`config.mk`:
```
export PLATFORM = sky130hd
export DESIGN_NAME = shift_l_seq_nbit
export DESIGN_NICKNAME = d
export VERILOG_FILES = /design/src/rtl/pim_shift_pkg.sv /design/src/rtl/shift_l_stage.sv /design/src/rtl/shift_l_seq_nbit.sv
export SDC_FILE = /design/constraint.sdc
export NUM_CORES = 1
export LEC_CHECK = 0
export ABC_AREA = 0
export CAP_MARGIN = 10
export CELL_PAD_IN_SITES_DETAIL_PLACEMENT = 1
export CELL_PAD_IN_SITES_GLOBAL_PLACEMENT = 2
export CORE_MARGIN = 1
export CORE_UTILIZATION = 35
export CTS_BUF_LIST = sky130_fd_sc_hd__clkbuf_16
export CTS_CLUSTER_SIZE = 16
export DETAILED_ROUTE_END_ITERATION = 10
export GPL_TIMING_DRIVEN = 0
export HOLD_SLACK_MARGIN = 0.12
export MAX_ROUTING_LAYER = met4
export PLACE_DENSITY_LB_ADDON = 0.1
export SYNTH_ARGS = -nofsm -noshare
export SYNTH_HDL_FRONTEND = slang
export SYNTH_HIERARCHICAL = 1
export SYNTH_SLANG_ARGS = --single-unit
export TNS_END_PERCENT = 30
```
`constraint.sdc`:
```
create_clock -name clk -period 5.08 [get_ports clk]
set_input_delay 0.762 -clock clk [delete_from_list [all_inputs] [get_ports clk]]
set_output_delay 0.762 -clock clk [all_outputs]
set_load 0.05 [all_outputs]
```
`src/rtl/pim_shift_pkg.sv`:
```
// Shared definitions for the PIM sequential shifters.
// State encodings and counter-width helper.
package pim_shift_pkg;

  localparam logic [1:0] ST_IDLE  = 2'd0;
  localparam logic [1:0] ST_SHIFT = 2'd1;
  localparam logic [1:0] ST_DONE  = 2'd2;

  function automatic int cnt_width(input int sw);
    return $clog2(sw + 1);
  endfunction

endpackage

```
`src/rtl/shift_l_stage.sv`:
```
// One barrel stage: shift or rotate left by 1<<idx when en.
// Rotate variant selected by SHIFT_L_ROTATE_EN.
module shift_l_stage
  import pim_shift_pkg::*;
#(
  parameter int WIDTH       = 32,
  parameter int SHIFT_WIDTH = 5,
  localparam int CW         = cnt_width(SHIFT_WIDTH)
) (
  input  logic [WIDTH-1:0] acc,
  input  logic [CW-1:0]    idx,
  input  logic             en,
  output logic [WIDTH-1:0] nxt
);

  int sh;
`ifdef SHIFT_L_ROTATE_EN
  int rot;
`endif

  always_comb begin
    sh  = 1 << idx;
    nxt = acc;
`ifdef SHIFT_L_ROTATE_EN
    rot = sh % WIDTH;
    if (en)
      nxt = (acc << rot) | (acc >> (WIDTH - rot));
`else
    if (en)
      nxt = acc << sh;
`endif
  end

endmodule

```
`src/rtl/shift_l_seq_nbit.sv`:
```
// Multi-cycle left shifter, one barrel stage per clock.
// SHIFT_L_ROTATE_EN turns each stage into a rotate.
module shift_l_seq_nbit
  import pim_shift_pkg::*;
#(
  parameter int WIDTH       = 32,
  parameter int SHIFT_WIDTH = 5
) (
  input  logic                   clk,
  input  logic                   rst,
  input  logic                   in_valid,
  output logic                   in_ready,
  input  logic [WIDTH-1:0]       A,
  input  logic [SHIFT_WIDTH-1:0] B,
  output logic                   out_valid,
  input  logic                   out_ready,
  output logic [WIDTH-1:0]       Y
);

  localparam int CW = cnt_width(SHIFT_WIDTH);
  localparam logic [CW-1:0] LAST = CW'(SHIFT_WIDTH - 1);

  logic [1:0]             state;
  logic [WIDTH-1:0]       acc;
  logic [WIDTH-1:0]       nxt;
  logic [SHIFT_WIDTH-1:0] amt;
  logic [CW-1:0]          cnt;
  logic [WIDTH-1:0]       y_q;

  shift_l_stage #(
    .WIDTH       (WIDTH),
    .SHIFT_WIDTH (SHIFT_WIDTH)
  ) u_stage (
    .acc (acc),
    .idx (cnt),
    .en  (amt[cnt]),
    .nxt (nxt)
  );

  assign in_ready  = (state == ST_IDLE);
  assign out_valid = (state == ST_DONE);
  assign Y         = y_q;

  always_ff @(posedge clk) begin
    if (rst) begin
      state <= ST_IDLE;
      acc   <= '0;
      amt   <= '0;
      cnt   <= '0;
      y_q   <= '0;
    end else begin
      unique case (state)
        ST_IDLE: begin
          if (in_valid) begin
            acc   <= A;
            amt   <= B;
            cnt   <= '0;
            state <= ST_SHIFT;
          end
        end
        ST_SHIFT: begin
          acc <= nxt;
          // Y captures the final stage so it equals acc throughout DONE
          if (cnt == LAST) begin
            state <= ST_DONE;
            y_q   <= nxt;
          end else begin
            cnt <= cnt + CW'(1);
          end
        end
        ST_DONE: begin
          if (out_ready)
            state <= ST_IDLE;
        end
        default: state <= ST_IDLE;
      endcase
    end
  end

endmodule

```
==> metrics <==
outcome finished, final reports clean; Mapped Nets 623; area of the mapped netlist 0.00480 mm²; hold path startpoint Y[21]; PortBufs 73; layout cell share with drive strength beyond 1 19.2%; largest cells by area after synthesis dfxtp_1 31%, nand2_1 8.9%, a211oi_2 7.6%, a21oi_1 7.0%, nor2_1 5.0%; Final min period about 3.2 ns; core area 0.0133 mm²; Setup crit start kind register; ANT nets after route 0; hold buffers post-CTS 0; Total Routing Usage GR 26.5%; CTS tree built; Via density 5.55; antenna cells 0; FFs w/ async S/R, synth 0%; area of the multi-input gates between 0.002 and 0.003 mm²; VDD IR max 0.144 mV; DIE AREA approximately 0.014 mm²; Sink Count 74; Tightest Pin Transition 0.800 ns; Place WS 1.93 ns; router iterations before antenna repair 5; Tot Pwr 0.00163 W; power density over the cells between 200 and 300 mW/mm²; Core Rows 42; crit share post-route between 60% and 70%; EDFF count, synth 0; post-route insts no fill roughly 840; dpl hpwl ~13 mm; DIE WIDTH 119 µm; RSZ-0062 raised after global routing no; post-CTS setup buffers 0; Ports 75; reg2reg start cnt[1]; wire length per cell 20.6 µm; Fin Setup TNS 0 ns; Synth cell types 58; Die H 119 µm; Final WS setup 1.90 ns; Clock Latency Late Sink 0.35 ns; critical path class register to register; root buf cell clkbuf_16; final number of setup-violating endpoints 0; Via Count ~4700; crit path from cnt[1]; Final GP Congestion 0.902; initial antenna violation count 0; Post-layout nets 707; maximum clock path buffer count 2; relative slew slack 46.0%; Worst setup EP type register; grt ovf 0; Primary FF master, synth dfxtp_1; hold slack 0.454 ns; area grow syn2layout 25.0%; Leakage between 2 and 2.5 nW; Final Hold Fails 0; sequential element share of the synthesized area 30.9%; cell taking the most area after synthesis dfxtp_1; synth warn 6; Synth Instances 580; Starting Density 36.1%; vias in the first global route 4911; first-pass GRT wire length 27.7 mm; Fmax 315 MHz; Max Slew Vio Count 0; Required @ worst endpoint between 5 and 6 ns; filler cell count 1638; Crit Path Max Fanout 12; HP Class register to register; DR DRC count 0; post-synth top area share a little under a third; flops & latches, synth 74; clock-pin slew on the worst setup and hold paths 0.06 ns; dpl cells around 830; Gates resized, CTS repair 0; pin count of the biggest net entering global routing 13; DRT iter0 DRCs 243; CTS Buf Count 9; Avg Inst Size Synth 8.28 µm²; number of maximum-capacitance violations 0; skew final 0.00792 ns; # H-tree levels 3; final wirelength about 17 mm; WP data arrival 3.44 ns; Reg area 0.00148 mm²
-- metrics by stage --
stage / utilization (%) / area (µm²)
2_1_floorplan: - / 4800
3_3_place_gp: 43.3 / 5750
3_5_place_dp: 43.3 / 5750
4_1_cts: 45.1 / 6000
5_1_grt: 45.1 / 6000
6_report: 45.1 / 6000
-- layout by cell type, fill, tap and decap left out, drive strengths merged, types with 3 or more instances in the layout --
master and instances:
nor3 3, clkbuf 22, clkdlybuf4s50 73, nand3b 3, dfxtp 74, o21a 3
o221ai 4, a21oi 92, o211ai 4, nand3 5, buf 40, inv 11
o21ai 14, nand2b 12, o22ai 4, clkinv 5, nor2b 9, mux2i 17
nand2 116, a221oi 5, o2bb2ai 4, nor2 64, mux4 10, a211oi 37
mux2 4
-- metal layers --
layer  up-vias  global-route usage [%]  part of all wire, %
met5         -                       -                    0
met4         0                    12.0                  3.1
met3        30                    3.59                  4.6
met2       141                    41.9                   46
met1      2293                    33.6                   46
li1       2214                       -                    -
-- report_power, final --
group          leakage [nW]  switching [W]  internal, W
clock                 0.126       0.000248     0.000320
sequential            0.605      0.0000481     0.000609
combinational          1.39       0.000230     0.000173
-- worst paths after layout --
check	to	slack, ns	depth (start not counted)
setup / recovery	acc[27]	1.90	9
hold / removal	Y[21]	0.45	2
setup reg to reg	acc[27]	1.90	9
hold reg to reg	Y[21]	0.45	2
-- state kept, by name (all words and copies together) (netlist names) --
signal,flops
Y,32
acc,32
amt,5
cnt,3
state,2
-- cell usage after synthesis (all sizes together), types with 9 or more instances --
master  instances
a211oi         37
a21oi          92
buf            40
clkbuf         13
dfxtp          74
inv            10
mux2i          17
mux4           10
nand2         116
nand2b         12
nor2           64
nor2b           9
o21ai          14
-- worst max-delay path, cell delays in order (launching register included) --
cell and delay (ns):
dfxtp_1 0.74, mux2i_1 0.16, o22ai_1 0.18, o21a_1 0.14, buf_2 0.23, clkinv_1 0.33, clkbuf_1 0.37, o31ai_1 0.60
a21oi_2 0.11, a211oi_2 0.23
-- logic make-up (layout without fill, tap and decap cells) --
family	Yosys count	after routing	synth area share, %
flops	74	74	30.9
simple gates	221	221	20.2
buf+inv	65	152	9.44
fa+ha+maj	2	2	0.521
mux	31	31	9.18
compound gates	187	187	29.8
-- area by class of cell --
cell class / count / area share [%]
flip-flops and latches: 74 / 24.7
plain buffers: 53 / 6.80
clock inverters: 5 / 0.417
multi-input cells: 441 / 47.7
inverters: 12 / 0.751
clock buffers: 9 / 3.75
repair buffers: 73 / 12.2
well taps: 176 / 3.67
(Power assumes the default switching activity.)
